File: config.mk
export PLATFORM = sky130hd
export DESIGN_NAME = pipe_sequencer_flat
export DESIGN_NICKNAME = d
export VERILOG_FILES = /design/src/rtl/pipe_sequencer_pkg.sv /design/src/rtl/pipe_sequencer_if.sv /design/src/rtl/pipe_sequencer_inst_decoder.sv /design/src/rtl/pipe_sequencer.sv /design/src/flat_wrapper.sv
export SDC_FILE = /design/constraint.sdc
export NUM_CORES = 1
export LEC_CHECK = 0
export BUFFER_PORTS_ARGS = -buffer_cell sky130_fd_sc_hd__clkbuf_2
export CAP_MARGIN = 25
export CORE_MARGIN = 5
export CORE_UTILIZATION = 44
export DETAILED_ROUTE_END_ITERATION = 12
export GPL_ROUTABILITY_DRIVEN = 0
export PLACE_DENSITY = 0.81
export RECOVER_POWER = 100
export REMOVE_ABC_BUFFERS = 1
export SLEW_MARGIN = 20
export SYNTH_ARGS = -nofsm -noshare
export SYNTH_HDL_FRONTEND = slang
export SYNTH_SLANG_ARGS = --single-unit
export TNS_END_PERCENT = 50
File: constraint.sdc
create_clock -name clk -period 4 [get_ports clk]
set_clock_uncertainty 0.15 [all_clocks]
set_input_delay 0.4 -clock clk [delete_from_list [all_inputs] [get_ports clk]]
set_output_delay 0.4 -clock clk [all_outputs]
set_load 0.02 [all_outputs]
File: src/rtl/pipe_sequencer_pkg.sv
// Shared constants and types for the ARM front-end sequencer:
// ctrl vector layout, PC increment, bubble word and stage bundle.
package pipe_sequencer_pkg;

    localparam int CTRL_VECTOR_SIZE = 16;

    localparam int EXEC_THIS    = 0;
    localparam int INST_TYPE_LO = 1;
    localparam int INST_TYPE_HI = 3;
    localparam int READ_REGA_LO = 4;
    localparam int READ_REGA_HI = 7;
    localparam int READ_REGB_LO = 8;
    localparam int READ_REGB_HI = 11;
    localparam int WRITE_REG_LO = 12;
    localparam int WRITE_REG_HI = 15;

    localparam logic [31:0] PC_INCR  = 32'd4;
    localparam logic [31:0] NOP_INST = 32'h0000_0000;

    typedef enum logic [2:0] {
        ITYPE_NONE   = 3'd0,
        ITYPE_DP     = 3'd1,
        ITYPE_MEM    = 3'd2,
        ITYPE_BRANCH = 3'd3,
        ITYPE_BLOCK  = 3'd4,
        ITYPE_SYS    = 3'd5
    } itype_e;

    typedef logic [CTRL_VECTOR_SIZE-1:0] ctrl_t;

    typedef struct packed {
        logic [31:0] inst;
        ctrl_t       ctrl;
    } stage_t;

endpackage

File: src/rtl/pipe_sequencer_if.sv
// Fetch, hazard and stage-register bundle between the sequencer
// (master) and the datapath / instruction memory side (slave).
interface pipe_sequencer_if;
    import pipe_sequencer_pkg::*;

    logic [31:0] inst_mem_data;
    logic [31:0] inst_mem_addr;
    logic        stall;
    logic        branch_taken;
    logic [31:0] branch_target;
    logic [31:0] pc_curr;
    logic [31:0] decd_inst;
    logic [31:0] exec_inst;
    logic [31:0] memw_inst;
    logic [31:0] wrbk_inst;
    ctrl_t       decd_ctrl;
    ctrl_t       exec_ctrl;
    ctrl_t       memw_ctrl;
    ctrl_t       wrbk_ctrl;

    modport master (
        input  inst_mem_data, stall, branch_taken, branch_target,
        output inst_mem_addr, pc_curr,
        output decd_inst, exec_inst, memw_inst, wrbk_inst,
        output decd_ctrl, exec_ctrl, memw_ctrl, wrbk_ctrl
    );

    modport slave (
        output inst_mem_data, stall, branch_taken, branch_target,
        input  inst_mem_addr, pc_curr,
        input  decd_inst, exec_inst, memw_inst, wrbk_inst,
        input  decd_ctrl, exec_ctrl, memw_ctrl, wrbk_ctrl
    );

endinterface

File: src/rtl/pipe_sequencer_inst_decoder.sv
// Combinational decoder: instruction word + valid -> ctrl vector.
// Condition codes are treated as always passing.
module pipe_sequencer_inst_decoder
    import pipe_sequencer_pkg::*;
(
    input  logic [31:0] inst,
    input  logic        valid,
    output ctrl_t       ctrl
);

    itype_e itype;
    logic   field_unused;

    assign field_unused = ^{inst[31:28], inst[24:20], inst[11:4]};

    always_comb begin
        itype = ITYPE_SYS;
        unique case (1'b1)
            inst[27:26] == 2'b00:  itype = ITYPE_DP;
            inst[27:26] == 2'b01:  itype = ITYPE_MEM;
            inst[27:25] == 3'b101: itype = ITYPE_BRANCH;
            inst[27:25] == 3'b100: itype = ITYPE_BLOCK;
            inst[27:26] == 2'b11:  itype = ITYPE_SYS;
        endcase
    end

    // A bubble yields an all-zero vector so nothing downstream acts on it.
    always_comb begin
        ctrl = '0;
        if (valid) begin
            ctrl[EXEC_THIS]                   = 1'b1;
            ctrl[INST_TYPE_HI:INST_TYPE_LO]   = itype;
            ctrl[READ_REGA_HI:READ_REGA_LO]   = inst[19:16];
            ctrl[READ_REGB_HI:READ_REGB_LO]   = inst[3:0];
            ctrl[WRITE_REG_HI:WRITE_REG_LO]   = inst[15:12];
        end
    end

endmodule

File: src/rtl/pipe_sequencer.sv
// PC / stage-register sequencer for the 5-stage ARM pipe.
// Optional PIPE_PERF_CNT_EN adds cycle/retire/stall counters.
module pipe_sequencer
    import pipe_sequencer_pkg::*;
#(
    parameter logic [31:0] RESET_PC = 32'h0000_0000
)
(
    input  logic clk,
    input  logic reset,
    pipe_sequencer_if.master bus
`ifdef PIPE_PERF_CNT_EN
    ,
    output logic [31:0] perf_cycles,
    output logic [31:0] perf_retired,
    output logic [31:0] perf_stalls
`endif
);

    logic [31:0] pc;
    logic [31:0] decd_inst;
    logic        decd_valid;
    ctrl_t       decd_ctrl;
    stage_t      exec_q;
    stage_t      memw_q;
    stage_t      wrbk_q;
    logic        tgt_unused;

    assign tgt_unused = ^bus.branch_target[1:0];

    pipe_sequencer_inst_decoder inst_decoder (
        .inst  (decd_inst),
        .valid (decd_valid),
        .ctrl  (decd_ctrl)
    );

    always_ff @(posedge clk) begin
        if (!reset) begin
            pc         <= RESET_PC;
            decd_inst  <= NOP_INST;
            decd_valid <= 1'b0;
            exec_q     <= '0;
            memw_q     <= '0;
            wrbk_q     <= '0;
        end else begin
            memw_q <= exec_q;
            wrbk_q <= memw_q;
            // Branch beats stall: the stalled decd word is wrong-path.
            if (bus.branch_taken) begin
                pc         <= {bus.branch_target[31:2], 2'b00};
                decd_inst  <= NOP_INST;
                decd_valid <= 1'b0;
                exec_q     <= '0;
            end else if (bus.stall) begin
                exec_q     <= '0;
            end else begin
                pc         <= pc + PC_INCR;
                decd_inst  <= bus.inst_mem_data;
                decd_valid <= 1'b1;
                exec_q     <= '{inst: decd_inst, ctrl: decd_ctrl};
            end
        end
    end

    assign bus.inst_mem_addr = pc;
    assign bus.pc_curr       = pc;
    assign bus.decd_inst     = decd_inst;
    assign bus.decd_ctrl     = decd_ctrl;
    assign bus.exec_inst     = exec_q.inst;
    assign bus.exec_ctrl     = exec_q.ctrl;
    assign bus.memw_inst     = memw_q.inst;
    assign bus.memw_ctrl     = memw_q.ctrl;
    assign bus.wrbk_inst     = wrbk_q.inst;
    assign bus.wrbk_ctrl     = wrbk_q.ctrl;

`ifdef PIPE_PERF_CNT_EN
    always_ff @(posedge clk) begin
        if (!reset) begin
            perf_cycles  <= '0;
            perf_retired <= '0;
            perf_stalls  <= '0;
        end else begin
            perf_cycles <= perf_cycles + 32'd1;
            if (wrbk_q.ctrl[EXEC_THIS])
                perf_retired <= perf_retired + 32'd1;
            if (bus.stall && !bus.branch_taken)
                perf_stalls <= perf_stalls + 32'd1;
        end
    end
`endif

endmodule

File: src/flat_wrapper.sv
// flat-port wrapper written by rule: the top's interface ports become plain ports
module pipe_sequencer_flat import pipe_sequencer_pkg::*;
#(
    parameter logic [31:0] RESET_PC = 32'h0000_0000
)
  (clk, reset, bus_inst_mem_data, bus_stall, bus_branch_taken, bus_branch_target, bus_inst_mem_addr, bus_pc_curr, bus_decd_inst, bus_exec_inst, bus_memw_inst, bus_wrbk_inst, bus_decd_ctrl, bus_exec_ctrl, bus_memw_ctrl, bus_wrbk_ctrl);
  pipe_sequencer_if bus_i ();
  input  logic clk;
  input  logic reset;
  input wire logic [$bits(bus_i.inst_mem_data)-1:0] bus_inst_mem_data;
  input wire logic [$bits(bus_i.stall)-1:0] bus_stall;
  input wire logic [$bits(bus_i.branch_taken)-1:0] bus_branch_taken;
  input wire logic [$bits(bus_i.branch_target)-1:0] bus_branch_target;
  output wire logic [$bits(bus_i.inst_mem_addr)-1:0] bus_inst_mem_addr;
  output wire logic [$bits(bus_i.pc_curr)-1:0] bus_pc_curr;
  output wire logic [$bits(bus_i.decd_inst)-1:0] bus_decd_inst;
  output wire logic [$bits(bus_i.exec_inst)-1:0] bus_exec_inst;
  output wire logic [$bits(bus_i.memw_inst)-1:0] bus_memw_inst;
  output wire logic [$bits(bus_i.wrbk_inst)-1:0] bus_wrbk_inst;
  output wire logic [$bits(bus_i.decd_ctrl)-1:0] bus_decd_ctrl;
  output wire logic [$bits(bus_i.exec_ctrl)-1:0] bus_exec_ctrl;
  output wire logic [$bits(bus_i.memw_ctrl)-1:0] bus_memw_ctrl;
  output wire logic [$bits(bus_i.wrbk_ctrl)-1:0] bus_wrbk_ctrl;
  assign bus_i.inst_mem_data = bus_inst_mem_data;
  assign bus_i.stall = bus_stall;
  assign bus_i.branch_taken = bus_branch_taken;
  assign bus_i.branch_target = bus_branch_target;
  assign bus_inst_mem_addr = bus_i.inst_mem_addr;
  assign bus_pc_curr = bus_i.pc_curr;
  assign bus_decd_inst = bus_i.decd_inst;
  assign bus_exec_inst = bus_i.exec_inst;
  assign bus_memw_inst = bus_i.memw_inst;
  assign bus_wrbk_inst = bus_i.wrbk_inst;
  assign bus_decd_ctrl = bus_i.decd_ctrl;
  assign bus_exec_ctrl = bus_i.exec_ctrl;
  assign bus_memw_ctrl = bus_i.memw_ctrl;
  assign bus_wrbk_ctrl = bus_i.wrbk_ctrl;
  pipe_sequencer #(.RESET_PC(RESET_PC)) u_core (.clk(clk), .reset(reset), .bus(bus_i));
endmodule
Word-level counts from Yosys, hierarchy flattened:

Cells that the tools add are included.

* output and inout port bits: 256
* register bits: 209

* multiplexer cells: 4
* add/sub/neg operators: 1
* eq/ne operators: 5
* bitwise gates (word level): 1
* reductions and logical operators: 3

Operators by type and width (number)
* $mux W32: 2
* $add A32 B3 Y32 const B: 1
* $mux W16: 1
* $pmux W3 S5: 1
* $eq A3 B3 Y1 const B: 2
* $reduce_or A3 Y1: 1
* $eq A2 B1 Y1 const B: 1
* $eq A2 B2 Y1 const B: 1
* $logic_not A2 Y1: 1
* $ne A2 B1 Y1 const B: 1
* $reduce_or A2 Y1: 1
* $not A1 Y1: 1

Logic depth before layout (Yosys ltp):

* word-level depth: 3
* gate-level depth with buffers: 6
* depth with buffers taken out: 5

Modules after synthesis:

From an unflattened synthesis, not the netlist that was laid out.

* cells, all modules: 697
* area total of the unflattened synthesis: 7221.9 µm²

Modules (own cells, without submodules)
* pipe_sequencer: area each 7085.5 µm², cells each 675, times used 1
* pipe_sequencer_inst_decoder: area each 136.4 µm², cells each 22, times used 1

Worst setup path after synthesis:

OpenSTA, ideal clock, no wires.

* path type: register to register
* from: reg u_core.pc[7] (netlist: u_core.bus.inst_mem_addr[7])
* to: reg u_core.pc[24] (netlist: u_core.bus.inst_mem_addr[24])
* cell stages (with the launch flop): 5
* path slack: 1823 ps
* clock period less this slack: 2177 ps
* buffers on the path: 0
* arrival time: 1906 ps
* library setup time: 122 ps
* path through: dfxtp_1 nand4_4 or4_4 o311a_1 a221o_1

* longest elaborated chain between the ends: 3

RTL lines
* start, declared: RTL line pipe_sequencer.sv:20 `logic [31:0] pc;`
* start signal, assigned: RTL line pipe_sequencer.sv:50 `pc <= {bus.branch_target[31:2], 2'b00};`
* start signal, assigned: RTL line pipe_sequencer.sv:57 `pc <= pc + PC_INCR;`
* $add A32 B3 Y32: RTL line pipe_sequencer.sv:57
* $mux W32: RTL line pipe_sequencer.sv:54 `end else if (bus.stall) begin`
* $mux W32: RTL line pipe_sequencer.sv:49 `if (bus.branch_taken) begin`

No other way between the ends. The select of a mux whose other input is x is not followed.
A chain may end at the register's enable or synchronous reset.

Worst setup path in the final report:

* from: in reset
* to: reg u_core.wrbk_q, in the netlist u_core.bus.wrbk_inst[13]

RTL lines
* start, declared: RTL line flat_wrapper.sv:9 `input logic reset;`
* end signal, assigned: RTL line pipe_sequencer.sv:47 `wrbk_q <= memw_q;`
* end, declared: RTL line pipe_sequencer.sv:26 `stage_t wrbk_q;`

No word-level cell between the ends.

==> run metrics <==
Synth cell types 44; Area contributors post-synth dfxtp_1, and2_1, mux2i_1; RSZ-0062 raised after global routing false; antenna-violating nets left 0; global-route wire length before repair roughly 31000 um; Pwr Density between 400 and 500 nW/um^2; WL final roughly 20000 um; most common library cells after synthesis dfxtp_1, and2_1, nor2_1, buf_4, mux2i_1; relative slew slack -47.84%; initial drt markers approximately 270; worst skew pair latency 0.48 ns; Slew @ Worst Pin between 2 and 2.5 ns; nets@finish roughly 1100; sw frac between 20% and 30%; multi-input logic area roughly 2700 sq um; critical path peak fanout 71; Hold Crit Class in -> reg; failing checks max-capacitance violations, max-slew violations; total CTS buffers 21; area of the mapped netlist a little over 7000 sq um; crit start category primary input; NetSw approximately 1000 uW; Yosys reg bits ~210; Tot GR Track Use roughly a fifth; Residual DRC 0; Area Overhead vs Synth 28.52%; DRT Pass-1 Iters 4; largest net degree at the start of global routing 72; Max rail drop VDD ~240 uV; EDFF count, synth 0; Seq/Total Area, Yosys 57.31%; ys flop type dfxtp_1; initial antenna violation count 0; vias per cell 4.836; total negative slack 0 ns; ys async rst share 0%; WL/cell between 15 and 20 um; fmax 0.3273 GHz; CP endpoint kind flip-flop; top-count cell post-synth dfxtp_1; Synth Instances 706; Initial Utilization a little under half; Max clock buf depth 3; Register Area 4144 sq um; Leak between 0.003 and 0.004 uW; Cell Count Post-Placement 1173; top cell type's share of synthesized area approximately 57%; CORE AREA 16000 sq um; status finished, violations left; Tmin final between 3 and 4 ns; # diodes 0; setup violators final 0; Reg power frac approximately half; Max Slew Vio Count 94; critical path class in -> reg; Tcrit/Tclk final about 76%; maxcap violations 2; clock slew at reported path FFs ~0.06 ns; Clock power frac 42.2%; # fillers 1484; combinational fraction of design power 7.3%; Die Wd about 140 um; FP Rows 46; WHS 0.01485 ns; H-Tree Level Count 1; fin cells roughly 1200; Internal Power ~3300 uW; CTS tree done; Hold Violations, Final 0; clock sink total around 210; routed via count just under 6000; die height roughly 140 um; critical path data arrival time ~3.3 ns; CP Data Required Time between 4 and 5 ns; Avg Cell Area, Syn 10.24 sq um; number of synthesis warnings 0; Top Ports ~320; vias in the first global route a little under 6000; die area 19100 sq um; Root Driver clkbuf_16; Port Buffers roughly 320; cell type with the largest total area after synthesis dfxtp_1; hpwl dp between 10000 and 15000 um; layout cells sized above 1 ~11%; total global routing overflow 0
==> cell families (layout without fill, tap and decap cells) <==
kind of cell	Yosys count	in the layout	synth area share, %
AO/OA/AOI/OAI	64	64	6.056
XOR/XNOR	13	13	1.575
adder cells (fa/ha/maj)	1	1	0.1730
buffers and inverters	79	385	5.970
flip-flops	207	207	57.31
multiplexers	33	33	4.568
other	1	4	0.05186
AND/OR/NAND/NOR	308	308	24.29
==> path summary, 6_finish.rpt <==
kind / start / end / slack [ns] / cells after the start
worst min register to register: u_core.bus.memw_ctrl[9]$_SDFF_PN0_ / u_core.bus.wrbk_ctrl[9]$_SDFF_PN0_ / 0.30 / 1
worst max register to register: u_core.bus.inst_mem_addr[13]$_SDFFE_PN0P_ / u_core.bus.inst_mem_addr[30]$_SDFFE_PN0P_ / 1.54 / 4
worst min-delay path: bus_inst_mem_data[21] / u_core.bus.decd_inst[21]$_SDFFE_PP0N_ / 0.01 / 3
worst max-delay path: reset / u_core.bus.wrbk_inst[13]$_SDFF_PN0_ / 0.95 / 3
==> flip-flops by register name (all words and copies together) (netlist names) <==
register and flops:
u_core.bus.decd_inst 32, u_core.bus.memw_ctrl 16, u_core.bus.wrbk_inst 32, u_core.bus.inst_mem_addr 30
u_core.bus.exec_ctrl 16, u_core.decd_valid 1, u_core.bus.exec_inst 32, u_core.bus.wrbk_ctrl 16
u_core.bus.memw_inst 32
==> power by group through the flow <==
| stage | sequential (uW) | clock (uW) | combinational [uW] |
|---|---|---|---|
| 3_3_place_gp | 2200 | 0 | 304 |
| 5_1_grt | 2160 | 1940 | 338 |
| 3_5_place_dp | 2200 | 0 | 307 |
| 2_1_floorplan | 2260 | 0 | 89.7 |
| 6_report | 2160 | 1800 | 311 |
| 4_1_cts | 2160 | 1850 | 330 |
==> metal layers <==
metal	vias up	share of wire, %	track usage (%)
met5	-	0	0
li1	2918	-	-
met2	235	52	36.36
met4	0	2.1	6.032
met1	2768	40	22.64
met3	32	6.7	4.448
==> per-stage QoR <==
step	instance area [sq um]	worst slack, ns	total power [uW]	utilization, %
floorplan	6833	0.9995	2349	-
global placement	8730	1.502	2504	54.56
detailed placement	8730	1.481	2510	54.56
CTS	9618	1.333	4335	60.11
global route	9293	0.6221	4446	58.08
finish	9293	0.9451	4272	58.08
==> cell usage in the layout, fill, tap and decap left out, types with 6 or more instances in the layout <==
| cell type | synthesis | final |
|---|---|---|
| a211oi_1 | 6 | 6 |
| a21oi_1 | 11 | 11 |
| and2_0 | 0 | 51 |
| and2_1 | 145 | 94 |
| and3_1 | 15 | 15 |
| clkbuf_1 | 32 | 248 |
| clkbuf_16 | 0 | 21 |
| clkbuf_2 | 0 | 73 |
| dfxtp_1 | 207 | 207 |
| dlygate4sd3_1 | 0 | 26 |
| inv_1 | 6 | 6 |
| mux2i_1 | 33 | 33 |
| nand2_1 | 29 | 29 |
| nand2b_1 | 7 | 7 |
| nand3_1 | 8 | 8 |
| nand4_1 | 13 | 13 |
| nor2_1 | 47 | 47 |
| nor3_1 | 18 | 18 |
| nor4_1 | 8 | 8 |
| o21ai_0 | 23 | 23 |
| xnor2_1 | 10 | 10 |
==> cell type report <==
cell class | count | area share [%]
Clock inverter | 6 | 0.6867
Inverter | 6 | 0.2424
Sequential cell | 207 | 44.59
Multi-Input combinational cell | 423 | 28.63
Clock buffer | 26 | 6.072
Tap cell | 216 | 2.908
Timing Repair Buffer | 347 | 16.87
==> repair_timing <==
action	in CTS	in global routing
buffers inserted	0	0
endpoints found under the setup margin	0	0
gates resized for setup	0	0
hold buffers	26	0
hold endpoints to repair	26	0
==> critical path, cell delays in order <==
cell	delay, ns
clkbuf_1	1.54
clkbuf_2	1.01
and2_1	0.29
Note: power is estimated with default switching activity, not from simulation.
